**src/rtl/chicken_pkg.sv**
```systemverilog
// Shared types, defaults and decode helpers for the ChickenCHACHACHA turn logic.
package chicken_pkg;

  localparam int unsigned DEF_NTILES      = 12;
  localparam int unsigned DEF_IMGW        = 3;
  localparam int unsigned DEF_TRACK_LEN   = 24;
  localparam int unsigned DEF_REVEAL_CYC  = 50000000;
  localparam int unsigned DEF_WIN_LAPS    = 1;
  localparam int unsigned DEF_TIMEOUT_CYC = 500000000;
  localparam int unsigned PW              = 5;
  localparam int unsigned LAPW            = 4;
  localparam int unsigned TW              = 32;
  localparam int unsigned NPLAYERS_MAX    = 4;

  typedef enum logic [2:0] {
    ST_IDLE      = 3'b000,
    ST_WAIT_FLIP = 3'b001,
    ST_REVEAL    = 3'b010,
    ST_MOVE      = 3'b011,
    ST_END_TURN  = 3'b100,
    ST_HIDE      = 3'b101,
    ST_NEXT      = 3'b110,
    ST_GAME_OVER = 3'b111
  } phase_e;

  // Player count code: 00=2, 01=3, 10=4; the unused code falls back to 2.
  function automatic logic [2:0] player_count(input logic [1:0] n);
    case (n)
      2'b00:   return 3'd2;
      2'b01:   return 3'd3;
      2'b10:   return 3'd4;
      default: return 3'd2;
    endcase
  endfunction

  // Players sit a quarter-track apart (square 6*p on the 24-square track).
  function automatic logic [PW-1:0] start_square(input logic [1:0] p,
                                                 input int unsigned track_len);
    return PW'((32'(p) * (track_len / 4)) % track_len);
  endfunction

endpackage

```
**src/rtl/turn_phase_fsm_phase_timer.sv**
```systemverilog
// Loadable down-counter; done_c flags the last cycle of a loaded interval.
module phase_timer
  import chicken_pkg::*;
(
  input  logic          clk,
  input  logic          rst_n,
  input  logic          load,
  input  logic [TW-1:0] load_val,
  output logic          done_c
);

  logic [TW-1:0] cnt_q, cnt_d;

  always_comb begin
    cnt_d = cnt_q;
    if (load) begin
      cnt_d = load_val;
    end else if (cnt_q != '0) begin
      cnt_d = cnt_q - TW'(1);
    end
  end

  always_ff @(posedge clk or negedge rst_n) begin
    if (!rst_n) cnt_q <= '0;
    else        cnt_q <= cnt_d;
  end

  assign done_c = (cnt_q == TW'(1));

endmodule

```
**src/rtl/turn_phase_fsm.sv**
```systemverilog
// Per-turn phase controller: flip, reveal, move or end turn, win detection.
// Optional flip timeout in WAIT_FLIP is enabled by defining TURN_TIMEOUT_EN.
module turn_phase_fsm
  import chicken_pkg::*;
#(
  parameter int unsigned NTILES     = DEF_NTILES,
  parameter int unsigned IMGW       = DEF_IMGW,
  parameter int unsigned TRACK_LEN  = DEF_TRACK_LEN,
  parameter int unsigned REVEAL_CYC = DEF_REVEAL_CYC,
  parameter int unsigned WIN_LAPS   = DEF_WIN_LAPS
`ifdef TURN_TIMEOUT_EN
  , parameter int unsigned TIMEOUT_CYC = DEF_TIMEOUT_CYC
`endif
) (
  input  logic              clk,
  input  logic              rst_n,
  input  logic              start,
  input  logic [1:0]        T,
  input  logic [1:0]        N,
  input  logic              flip_valid,
  input  logic [3:0]        flip_idx,
  input  logic [IMGW-1:0]   flip_img,
  input  logic [IMGW-1:0]   target_img,
  output logic [2:0]        Q,
  output logic              statecombo_next_turn,
  output logic [NTILES-1:0] revealed,
  output logic [PW-1:0]     pos_cur,
  output logic              move_pulse,
  output logic              winner_valid,
  output logic [1:0]        winner
);

  phase_e                             state_q, state_d;
  logic [NTILES-1:0]                  revealed_q, revealed_d;
  logic [NPLAYERS_MAX-1:0][PW-1:0]    pos_q, pos_d;
  logic [NPLAYERS_MAX-1:0][LAPW-1:0]  laps_q, laps_d;
  logic                               match_q, match_d;
  logic [1:0]                         winner_q, winner_d;
  logic                               move_pulse_q, move_pulse_d;
  logic                               strobe_q, strobe_d;
  logic                               winner_valid_q, winner_valid_d;

  logic              timer_load_c;
  logic [TW-1:0]     timer_val_c;
  logic              timer_done_c;
  logic              go_wait_c;
  logic              t_valid_c;
  logic [NTILES-1:0] flip_mask_c;
  logic              flip_ok_c;
  logic [PW-1:0]     pos_next_c;
  logic              wrap_c;
  logic [LAPW-1:0]   lap_next_c;

  phase_timer u_timer (
    .clk      (clk),
    .rst_n    (rst_n),
    .load     (timer_load_c),
    .load_val (timer_val_c),
    .done_c   (timer_done_c)
  );

  assign t_valid_c   = ({1'b0, T} < player_count(N));
  assign flip_mask_c = NTILES'(1) << flip_idx;
  assign flip_ok_c   = flip_valid && (32'(flip_idx) < NTILES) &&
                       ((revealed_q & flip_mask_c) == '0);

  // Candidate square and lap count for the current player's next step.
  assign wrap_c     = (pos_q[T] == PW'(TRACK_LEN - 1));
  assign pos_next_c = wrap_c ? '0 : pos_q[T] + PW'(1);
  assign lap_next_c = (wrap_c && (laps_q[T] != '1)) ? laps_q[T] + LAPW'(1) : laps_q[T];

  always_comb begin
    state_d      = state_q;
    revealed_d   = revealed_q;
    pos_d        = pos_q;
    laps_d       = laps_q;
    match_d      = match_q;
    winner_d     = winner_q;
    timer_load_c = 1'b0;
    timer_val_c  = TW'(REVEAL_CYC);
    go_wait_c    = 1'b0;

    case (state_q)
      ST_IDLE, ST_GAME_OVER: begin
        if (start) begin
          for (int p = 0; p < NPLAYERS_MAX; p++) begin
            pos_d[p]  = start_square(2'(p), TRACK_LEN);
            laps_d[p] = '0;
          end
          revealed_d = '0;
          state_d    = ST_WAIT_FLIP;
          go_wait_c  = 1'b1;
        end
      end
      ST_WAIT_FLIP: begin
        if (&revealed_q) begin
          match_d = 1'b0;
          state_d = ST_END_TURN;
        end else if (flip_ok_c) begin
          revealed_d   = revealed_q | flip_mask_c;
          match_d      = (flip_img == target_img);
          timer_load_c = 1'b1;
          state_d      = ST_REVEAL;
`ifdef TURN_TIMEOUT_EN
        end else if (timer_done_c) begin
          match_d = 1'b0;
          state_d = ST_END_TURN;
`endif
        end
      end
      ST_REVEAL: begin
        if (timer_done_c) state_d = match_q ? ST_MOVE : ST_END_TURN;
      end
      ST_MOVE: begin
        state_d   = ST_WAIT_FLIP;
        go_wait_c = 1'b1;
        if (t_valid_c) begin
          pos_d[T]  = pos_next_c;
          laps_d[T] = lap_next_c;
          if ((32'(lap_next_c) >= WIN_LAPS) &&
              (pos_next_c == start_square(T, TRACK_LEN))) begin
            winner_d  = T;
            state_d   = ST_GAME_OVER;
            go_wait_c = 1'b0;
          end
        end
      end
      ST_END_TURN: state_d = ST_HIDE;
      ST_HIDE: begin
        revealed_d = '0;
        state_d    = ST_NEXT;
      end
      ST_NEXT: begin
        state_d   = ST_WAIT_FLIP;
        go_wait_c = 1'b1;
      end
      default: state_d = ST_IDLE;
    endcase

`ifdef TURN_TIMEOUT_EN
    // Every entry into WAIT_FLIP restarts the flip timeout.
    if (go_wait_c) begin
      timer_load_c = 1'b1;
      timer_val_c  = TW'(TIMEOUT_CYC);
    end
`endif

    move_pulse_d   = (state_d == ST_MOVE);
    strobe_d       = (state_d == ST_NEXT);
    winner_valid_d = (state_d == ST_GAME_OVER);
  end

  always_ff @(posedge clk or negedge rst_n) begin
    if (!rst_n) begin
      state_q        <= ST_IDLE;
      revealed_q     <= '0;
      pos_q          <= '0;
      laps_q         <= '0;
      match_q        <= 1'b0;
      winner_q       <= '0;
      move_pulse_q   <= 1'b0;
      strobe_q       <= 1'b0;
      winner_valid_q <= 1'b0;
    end else begin
      state_q        <= state_d;
      revealed_q     <= revealed_d;
      pos_q          <= pos_d;
      laps_q         <= laps_d;
      match_q        <= match_d;
      winner_q       <= winner_d;
      move_pulse_q   <= move_pulse_d;
      strobe_q       <= strobe_d;
      winner_valid_q <= winner_valid_d;
    end
  end

  // go_wait_c only feeds the timeout reload; keep it referenced in every build.
  logic unused_c;
  assign unused_c = go_wait_c;

  assign Q                    = state_q;
  assign statecombo_next_turn = strobe_q;
  assign revealed             = revealed_q;
  assign pos_cur              = t_valid_c ? pos_q[T] : '0;
  assign move_pulse           = move_pulse_q;
  assign winner_valid         = winner_valid_q;
  assign winner               = winner_q;

endmodule

```
**config.mk**
```make
export PLATFORM = sky130hd
export DESIGN_NAME = turn_phase_fsm
export DESIGN_NICKNAME = d
export VERILOG_FILES = /design/src/rtl/chicken_pkg.sv /design/src/rtl/turn_phase_fsm_phase_timer.sv /design/src/rtl/turn_phase_fsm.sv
export SDC_FILE = /design/constraint.sdc
export NUM_CORES = 1
export LEC_CHECK = 0
export BUFFER_PORTS_ARGS = -buffer_cell sky130_fd_sc_hd__buf_2
export CAP_MARGIN = 25
export CORE_ASPECT_RATIO = 0.7
export CORE_MARGIN = 3
export CORE_UTILIZATION = 54
export DETAILED_ROUTE_END_ITERATION = 8
export HOLD_SLACK_MARGIN = 0.03
export PLACE_DENSITY = 0.74
export SETUP_SLACK_MARGIN = 0.05
export SYNTH_ARGS = -nofsm -noshare
export SYNTH_HDL_FRONTEND = slang
export SYNTH_SLANG_ARGS = --single-unit
```
**constraint.sdc**
```tcl
create_clock -name clk -period 3.1 [get_ports clk]
set_input_delay 0.155 -clock clk [delete_from_list [all_inputs] [get_ports clk]]
set_output_delay 0.155 -clock clk [all_outputs]
set_load 0.02 [all_outputs]
```
==> metrics.cfg, run 1 <==
[run_status]
status = completed

[synthesis]
synth_area_leaders = dfrtp_1, o2bb2ai_1, xor2_1
async_reset_ff_frac = 1.00
synth_flop_cell = dfrtp_1
avgSynthCellArea_um2 = 10.5
ys_seq_area_frac = 0.442
synth_edf_count = 0
synth_area_um2 = 5040
synth_fp_nets = 511
ys_ff_latch = 89
synthCells = 482
yosys.area.top_type = dfrtp_1
synth_warnings = 0
synth_cell_types = 70
synth_top_area_frac = 0.442

[critical_path]
crit_type = reg -> reg
cpMaxStageDelayCell = mux4_1
r2r_slack_ns = 0.24
r2r_cells = 8
path_max_fanout = 5
cp.required_ns = 3.33
cp_top_family = multiplexers
worstPathArrival_ns = 3.09
endpoint_kind = flip-flop
reg2reg_to = winner[0]
start_kind = flip-flop
worst-path-buf-inv = 0
crit_chain = mux4_1 -> ha_1 -> xnor2_1 -> nor2_1 -> or3b_2 -> a221oi_2 -> o211ai_2 -> mux2_1
critPathMaxStageDelay_ns = 0.53
reg2reg_from = pos_q[10]

[power_and_ir_drop]
power_density_nw_per_um2 = 758
finalPower_uw = 4330
power_leakage_uw = 0.00248
vdd_drop_max_mv = 0.410

[sta]
setup_viol = 0
period_share = 0.922
period_needed_ns = 2.86
worst_pin_slew_ns = 1.02
finalMaxSlewViolations = 0
hold_viol_final = 0
finalSetupTns_ns = 0
fmax_mhz = 350
final.setup_skew_ns = 0.00864
slew_headroom = 0.317
setup_slack_ns = 0.242
rsz0062_at_grt = false

[placed_design]
dp.cells = 633
dpl_cell_area_um2 = 5390
gp_congestion = 0.997
dp.final_hpwl_um = 8710
post-place-ws_ns = 0.141
port_buffers = 42

[drt]
drt_wl_total_um = 12100
viasPerCell = 6.31
first_iter_violations = 531
dr.pass1.iters = 5
wire_per_inst_um = 18.7
vias = 4105
drtAntennaViolNets = 0
drcViolationCount = 0

[clock_tree]
cts_tree = yes
post_cts_buffers = 0
numCtsBuffers = 9
clkTransAtPathRegs_ns = 0.07
ctsLongestPathBuffers = 2
clock_latency_ns = 0.34
ctsResizeCount = 0
clock_sinks = 89
cts_root_buffer = clkbuf_16
cts_htree_levels = 3

[floorplan]
core_area_um2 = 8760
dieArea_um2 = 10500
die_width_um = 121
io_pins = 43
initial_core_util = 0.575
rows = 28
die_h_um = 86.8

[global_route]
overflow = 0
grt_pass1_vias = 3897
antenna_found_initial = 0
grt_max_degree = 50
grt_pass1_wl_um = 20300
grt_usage = 0.246

[cells_and_area]
nets = 555
fin_cells = 651
area_growth_pct = 13.4
drive_gt1_frac = 0.181
finish.instance_area_um2 = 5720
layout_commonest_cell = dfrtp_1
antenna_cells = 0
layout_common_cells = dfrtp_1, buf_2, nor2_1, nand2_1, o2bb2ai_1

[job]
drv_cap = 0

[min_path]
hold_path_end = revealed[4]
min_path_cells = 2
hp-class = in -> reg
hp-start = flip_idx[0]

kinds of logic after synthesis:
group                    count (synthesis)  share of synthesized area
AO/OA/AOI/OAI                          108                      0.165
multiplexers                            21                     0.0717
XOR/XNOR                                30                     0.0521
AND/OR/NAND/NOR                        183                      0.204
flip-flops                              89                      0.442
adder cells (fa/ha/maj)                 11                     0.0273
buffers and inverters                   40                     0.0375
area by class of cell:
class	count	area (µm²)
Fill cell	686	3040
Tap cell	120	150
Timing Repair Buffer	55	333
Inverter	18	67.6
Multi-Input combinational cell	353	2630
Sequential cell	89	2230
Clock inverter	4	51.3
Clock buffer	12	256
worst reg2reg max path, delay by kind of cell, from the launching register on:
family / cells / cell delay, ns
AND/OR/NAND/NOR: 2 / 0.54
multiplexers: 2 / 0.86
adder cells (fa/ha/maj): 1 / 0.30
flip-flops: 1 / 0.38
XOR/XNOR: 1 / 0.24
AO/OA/AOI/OAI: 2 / 0.42
routing by layer:
layer	GRT usage	wire length [µm]	vias up
li1	-	-	1891
met1	0.377	5980	2042
met2	0.354	5200	160
met3	0.0587	846	12
met4	0.0600	129	0
met5	0	0	-
power by group:
| part | internal (µW) | switching [µW] | leakage [µW] |
|---|---|---|---|
| Combinational | 598 | 949 | 0.00121 |
| Clock | 669 | 452 | 0.000149 |
| Sequential | 1410 | 250 | 0.00113 |
flip-flops by register name (all words and copies together), names as in the netlist:
name,cells
Q,3
laps_q,16
match_q,1
move_pulse,1
pos_q,20
revealed,12
statecombo_next_turn,1
u_timer.cnt_q,32
winner,2
winner_valid,1
worst max-delay path by stage:
stage	startpoint	endpoint	slack (ns)	depth (start not counted)
final	pos_q[10]	winner[0]	0.24	8
after global routing	pos_q[5]	winner[1]	0.11	7
after CTS	pos_q[10]	winner[0]	0.26	8
after detailed placement	T[0]	winner[0]	0.14	9
after global placement	T[0]	winner[1]	0.24	9
after floorplan	pos_q[5]	winner[0]	0.14	10
Yosys cell counts, types with 7 or more instances:
| cell type | count |
|---|---|
| a21oi_1 | 13 |
| a22o_1 | 7 |
| clkbuf_1 | 11 |
| dfrtp_1 | 89 |
| ha_1 | 11 |
| inv_1 | 18 |
| mux2i_1 | 8 |
| nand2_1 | 32 |
| nand2b_1 | 13 |
| nand3_1 | 16 |
| nand4_1 | 11 |
| nor2_1 | 38 |
| nor2b_1 | 7 |
| nor3_1 | 10 |
| o21ai_0 | 18 |
| o2bb2ai_1 | 26 |
| or3_1 | 10 |
| xnor2_1 | 8 |
| xor2_1 | 22 |
metrics by stage:
stage | util | hold WS, ns
after floorplan | - | -0.141
after global placement | 0.612 | 0.425
after detailed placement | 0.615 | 0.178
after CTS | 0.652 | 0.138
after global routing | 0.653 | 0.169
final | 0.653 | 0.152
what timing repair did:
item / CTS / global route
hold buffers: 1 / 0
setup endpoints to repair: 0 / 0
hold endpoints to repair: 40 / 0
(Power assumes the default switching activity.)
==> run 2, diff against run 1 <==
==> constraint.sdc (replaced) <==
create_clock -name clk -period 3.1 [get_ports clk]
set_input_delay 0.62 -clock clk [delete_from_list [all_inputs] [get_ports clk]]
set_output_delay 0.62 -clock clk [all_outputs]
set_load 0.02 [all_outputs]
==> run 2 against run 1 <==
Sequential share of layout area down 1.3 points. Worst hold slack better by 0.10 ns. Setup slack worse by 0.077 ns. Core utilization is 2.2 points higher. Die area unchanged. Wire length increased by 1.1%. Via count up 3.1%. Global-route usage decreased by 0.35 points. Maximum frequency shrank 2.6%. Count of clock-buffer cells in the layout down 1. Critical path depth is 1 higher. Clock skew fell by 0.0036 ns. Critical path type is now in -> out. Largest power group is now combinational cells. Highest routed layer unchanged.
==> metrics.cfg, run 2 (synthesis gave the netlist of run 1 again) <==
[cells_and_area]
reg_top3 = u_timer.cnt_q: 32 flops, pos_q: 20 flops, laps_q: 16 flops  ; unchanged
drive_gt1_frac = 0.223  ; was 0.181
layout_common_cells = dfrtp_1, buf_2, nor2_1, nand2_1, buf_4  ; was dfrtp_1, buf_2, nor2_1, nand2_1, o2bb2ai_1
largest_reg_flops = 32  ; unchanged
seq_area_um2 = 2230  ; unchanged
multi_input_area_um2 = 2650  ; was 2630 µm²
largest_register = u_timer.cnt_q  ; unchanged
antenna_cells = 0  ; unchanged
fill_cells = 651  ; was 686
area_growth_pct = 17.2  ; was 13.4%
nets = 575  ; was 555
layout_commonest_cell = dfrtp_1  ; unchanged

[clock_tree]
clock_sinks = 89  ; unchanged
clock_latency_ns = 0.33  ; was 0.34 ns
clkTransAtPathRegs_ns = 0.06  ; was 0.07 ns
cts_htree_levels = 3  ; unchanged
ctsLongestPathBuffers = 2  ; unchanged
cts_tree = yes  ; unchanged
numCtsBuffers = 9  ; unchanged
cts_root_buffer = clkbuf_16  ; unchanged
post_cts_buffers = 0  ; unchanged

[critical_path]
cpMaxStageDelayCell = or4b_4  ; was mux4_1
path_common_cell = buf_2
crit_type = in -> out  ; was reg -> reg
worst-path-buf-inv = 4  ; was 0
path_max_fanout = 5  ; unchanged
worstPathArrival_ns = 2.32  ; was 3.09 ns
crit_chain = buf_2 -> nand2b_1 -> inv_1 -> ha_1 -> or4b_4 -> and3_2 -> buf_4 -> nor2b_1 -> buf_2  ; was mux4_1 -> ha_1 -> xnor2_1 -> nor2_1 -> or3b_2 -> a221oi_2 -> o211ai_2 -> mux2_1
cp_top_family = simple AND/OR/NAND/NOR gates  ; was multiplexers
start_kind = input pin  ; was flip-flop
critPathMaxStageDelay_ns = 0.54  ; was 0.53 ns
cp.required_ns = 2.48  ; was 3.33 ns
endpoint_kind = primary output  ; was flip-flop

[drt]
drtAntennaViolNets = 0  ; unchanged
vias = 4233  ; was 4105
viasPerCell = 6.31  ; about the same
wire_per_inst_um = 18.3  ; was 18.7 µm
drcViolationCount = 0  ; unchanged
dr.pass1.iters = 5  ; unchanged
drt_wl_total_um = 12300  ; was 12100 µm
first_iter_violations = 415  ; was 531

[global_route]
grt_usage = 0.243  ; was 0.246
grt-busiest-layer = met1  ; unchanged
antenna_found_initial = 0  ; unchanged
grt_pass1_wl_um = 20200  ; was 20300 µm
grt_pass1_vias = 3866  ; was 3897
grt_max_degree = 53  ; was 50
overflow = 0  ; unchanged
use_met1 = 0.369  ; was 0.377
use_met3 = 0.0587  ; unchanged
gr-usage-met2 = 0.348  ; was 0.354

[sta]
slew_headroom = 0.468  ; was 0.317
period_needed_ns = 2.94  ; was 2.86 ns
setup_slack_ns = 0.165  ; was 0.242 ns
setup_viol = 0  ; unchanged
rsz0062_at_grt = false  ; unchanged
finalMaxSlewViolations = 0  ; unchanged
worst_pin_slew_ns = 0.794  ; was 1.02 ns
final.setup_skew_ns = 0.00503  ; was 0.00864 ns
hold_viol_final = 0  ; unchanged
worst_hold_slack_ns = 0.251  ; was 0.152 ns
period_share = 0.947  ; was 0.922
fmax_mhz = 341  ; was 350 MHz

[placed_design]
gp_congestion = 0.946  ; was 0.997
post-place-ws_ns = -0.0494  ; was 0.141 ns
port_buffers = 42  ; unchanged
dp.final_hpwl_um = 8930  ; was 8710 µm

[power_and_ir_drop]
vdd_drop_max_mv = 0.523  ; was 0.410 mV
power_leakage_uw = 0.00259  ; was 0.00248 µW
finalPower_uw = 4470  ; was 4330 µW
power_density_nw_per_um2 = 756  ; was 758 nW/µm²

[min_path]
hp-class = in -> async  ; was in -> reg

[floorplan]
rows = 28  ; unchanged
io_pins = 43  ; unchanged
initial_core_util = 0.575  ; unchanged
die_width_um = 121  ; unchanged
dieArea_um2 = 10500  ; unchanged
die_h_um = 86.8  ; unchanged
core_area_um2 = 8760  ; unchanged

[run_status]
status = completed  ; unchanged

[job]
drv_cap = 0  ; unchanged

## run 2: worst paths after layout
path                            start  slack [ns]                end  cells past startpoint
hold / removal                  rst_n        0.25  u_timer.cnt_q[14]                      1
hold reg to reg            laps_q[15]        0.49         laps_q[15]                      1
min in group clk           laps_q[15]        0.49         laps_q[15]                      1
setup / recovery                 N[0]        0.16         pos_cur[1]                      9
max in group asynchronous       rst_n        2.24               Q[1]                      2
setup reg to reg            pos_q[16]        0.44          winner[1]                      8
## run 2: layout make-up
cell class                 instances  share of cell area
clock buffer                      11              0.0428
sequential                        89               0.377
timing repair buffer              75              0.0860
tap                              120              0.0254
clock inverter                     5             0.00911
inverter                          18              0.0114
multi-input combinational        353               0.448
## run 2: repair_timing
item | in CTS | in global routing
hold buffers | 0 | 0
gates resized for setup | 0 | 2
setup endpoints to repair | 0 | 1
## run 2: per-layer routing
| layer | routed length, µm | share of wire | up-vias |
|---|---|---|---|
| met2 | 5190 | 0.42 | 193 |
| li1 | - | - | 1926 |
| met4 | 197 | 0.016 | 0 |
| met5 | 0 | 0 | - |
| met1 | 5860 | 0.48 | 2089 |
| met3 | 1030 | 0.084 | 25 |
## run 2: worst register-to-register path: cells and delay by family (launching register included)
kind / cells / cell delay (ns)
AO/OA/AOI/OAI: 2 / 0.44
XOR/XNOR: 1 / 0.16
adder cells (fa/ha/maj): 1 / 0.22
flip-flops: 1 / 0.40
multiplexers: 2 / 0.87
AND/OR/NAND/NOR: 2 / 0.45
## run 2: report_power, final
part           total [µW]  internal [µW]  switching (µW)  leakage, µW
sequential           1670           1410             257      0.00113
clock                1100            665             433     0.000155
combinational        1690            711             984      0.00131
total                4460           2790            1670      0.00259
## run 2: stage by stage
stage | TNS [ns] | std cells | util | instance area (µm²)
after floorplan | 0 | 482 | - | 5070
after global placement | 0 | 653 | 0.635 | 5560
after detailed placement | -0.0924 | 654 | 0.638 | 5590
after CTS | 0 | 670 | 0.673 | 5890
after global routing | 0 | 671 | 0.674 | 5910
final | 0 | 671 | 0.674 | 5910
==> run 3, diff against run 2 <==
--- a/config.mk
+++ b/config.mk
@@ -7,7 +7,6 @@
 export LEC_CHECK = 0
 export BUFFER_PORTS_ARGS = -buffer_cell sky130_fd_sc_hd__buf_2
 export CAP_MARGIN = 25
-export CORE_ASPECT_RATIO = 0.7
 export CORE_MARGIN = 3
 export CORE_UTILIZATION = 54
 export DETAILED_ROUTE_END_ITERATION = 8
==> run 3 against run 2 <==
Worst hold slack got worse by 0.19 ns. Sequential share of layout area is 1.1 points higher. First-iteration DRC count decreased by 56%. Die area shrank 0.18%. Critical endpoint is now pos_cur[4]. Highest routed layer unchanged.
==> metrics.cfg, run 3 (synthesis gave the netlist of run 1 again) <==
[clock_tree]
cts_tree = yes  ; unchanged
cts_htree_levels = 3  ; unchanged
cts_root_buffer = clkbuf_8  ; was clkbuf_16
clock_sinks = 89  ; unchanged
clock_latency_ns = 0.36  ; was 0.33 ns
post_cts_buffers = 0  ; unchanged
ctsLongestPathBuffers = 2  ; unchanged
postCtsHoldBufs = 0  ; unchanged
ctsResizeCount = 0  ; unchanged
clkTransAtPathRegs_ns = 0.10  ; was 0.06 ns
numCtsBuffers = 9  ; unchanged

[cells_and_area]
area_growth_pct = 13.9  ; was 17.2%
largest_register = u_timer.cnt_q  ; unchanged
nets = 569  ; was 575
reg_top3 = u_timer.cnt_q: 32 flops, pos_q: 20 flops, laps_q: 16 flops  ; unchanged
largest_reg_flops = 32  ; unchanged
post-route-util = 0.646  ; was 0.674
layout_commonest_cell = dfrtp_1  ; unchanged
drive_gt1_frac = 0.213  ; was 0.223
antenna_cells = 0  ; unchanged
layout_common_cells = dfrtp_1, buf_2, nor2_1, nand2_1, o2bb2ai_1  ; was dfrtp_1, buf_2, nor2_1, nand2_1, buf_4
finish.instance_area_um2 = 5740  ; was 5910 µm²

[critical_path]
worstPathArrival_ns = 2.24  ; was 2.32 ns
cp_top_family = simple AND/OR/NAND/NOR gates  ; unchanged
endpoint_kind = primary output  ; unchanged
r2r_cells = 8  ; unchanged
crit_chain = buf_2 -> nand2b_1 -> inv_1 -> ha_1 -> or4b_4 -> and3_2 -> buf_4 -> nor2b_1 -> buf_2  ; unchanged
cpMaxStageDelayCell = or4b_4  ; unchanged
crit_type = in -> out  ; unchanged
start_kind = input pin  ; unchanged
cp.required_ns = 2.48  ; about the same
path_common_cell = buf_2  ; unchanged
worst-path-buf-inv = 4  ; unchanged
path_max_fanout = 5  ; unchanged
cp.depth = 9  ; unchanged
critPathMaxStageDelay_ns = 0.54  ; about the same

[global_route]
overflow = 0  ; unchanged
grt_pass1_vias = 3941  ; was 3866
antenna_found_initial = 0  ; unchanged
grt_max_degree = 81  ; was 53
grt_pass1_wl_um = 19500  ; was 20200 µm
grt_usage = 0.236  ; was 0.243

[sta]
setup_viol = 0  ; unchanged
hold_viol_final = 0  ; unchanged
finalMaxSlewViolations = 0  ; unchanged
period_needed_ns = 2.86  ; was 2.94 ns
finalSetupTns_ns = 0  ; unchanged
rsz0062_at_grt = false  ; unchanged
worst_pin_slew_ns = 0.784  ; was 0.794 ns
fmax_mhz = 350  ; was 341 MHz
setup_slack_ns = 0.244  ; was 0.165 ns
period_share = 0.921  ; was 0.947
final.setup_skew_ns = 0.0171  ; was 0.00503 ns
slew_headroom = 0.475  ; was 0.468

[power_and_ir_drop]
vdd_drop_max_mv = 0.444  ; was 0.523 mV
finalPower_uw = 4100  ; was 4470 µW
power_leakage_uw = 0.00251  ; was 0.00259 µW
power_density_nw_per_um2 = 715  ; was 756 nW/µm²

[floorplan]
io_pins = 43  ; unchanged
initial_core_util = 0.567  ; was 0.575
core_area_um2 = 8890  ; was 8760 µm²
die_width_um = 103  ; was 121 µm
dieArea_um2 = 10500  ; about the same
rows = 34  ; was 28
die_h_um = 103  ; was 86.8 µm

[drt]
first_iter_violations = 184  ; was 415
viasPerCell = 6.21  ; was 6.31
vias = 4052  ; was 4233
drtAntennaViolNets = 0  ; unchanged
wire_per_inst_um = 18.0  ; was 18.3 µm
drt_wl_total_um = 11800  ; was 12300 µm
dr.pass1.iters = 5  ; unchanged
drcViolationCount = 0  ; unchanged

[placed_design]
dp.final_hpwl_um = 8510  ; was 8930 µm
port_buffers = 42  ; unchanged
post-place-ws_ns = 0.00176  ; was -0.0494 ns
dpl_cell_area_um2 = 5540  ; was 5590 µm²
gp_congestion = 0.988  ; was 0.946

[job]
drv_cap = 0  ; unchanged

[min_path]
hp-class = in -> async  ; unchanged

[run_status]
status = completed  ; unchanged

[run 3: cell count changes in the layout (fill, tap and decap cells not counted), sizes merged]
cell / change
clkinvlp: +1
clkbuf: -2
inv: +3
buf: -6
clkinv: -2
[run 3: worst reg2reg max path, cell delays in order (launching register included)]
cell and delay, ns:
dfrtp_1 0.42, mux4_2 0.53, ha_4 0.23, xnor2_2 0.16, nor2_1 0.06, or3b_4 0.37, a221oi_2 0.26, o211ai_2 0.16
mux2_1 0.34
[run 3: final timing paths]
| kind | from | to | slack [ns] |
|---|---|---|---|
| max in group asynchronous | rst_n | laps_q[6] | 2.38 |
| min | rst_n | revealed[3] | 0.06 |
| min reg2reg | pos_q[8] | pos_q[8] | 0.49 |
| max reg2reg | pos_q[11] | winner[1] | 0.46 |
| max | N[0] | pos_cur[4] | 0.24 |
| min in group clk | pos_q[8] | pos_q[8] | 0.49 |
[run 3: per-layer routing]
layer	vias up	wire (µm)	part of all wire	track usage
met5	-	0	0	0
met4	0	194	0.016	0.0918
met3	24	579	0.049	0.0386
met2	113	5460	0.46	0.363
met1	1997	5530	0.47	0.336
li1	1918	-	-	-
[run 3: cell type report]
| class | instances | area (µm²) |
|---|---|---|
| repair buffers | 69 | 465 |
| clock inverters | 7 | 77.6 |
| flip-flops and latches | 89 | 2230 |
| inverters | 18 | 67.6 |
| multi-input cells | 353 | 2650 |
| well taps | 108 | 135 |
| clock buffers | 9 | 124 |
| fillers | 701 | 3150 |
[run 3: metrics by stage]
step	hold slack [ns]	cells
2_1_floorplan	0.324	482
3_3_place_gp	0.456	637
3_5_place_dp	0.457	637
4_1_cts	0.0463	653
5_1_grt	0.0437	653
6_report	0.0606	653
[run 3: power breakdown]
part	total [µW]	internal (µW)	switching, µW	leakage [µW]
registers	1660	1410	244	0.00113
logic	1640	703	935	0.00128
clock network	810	381	429	0.000101
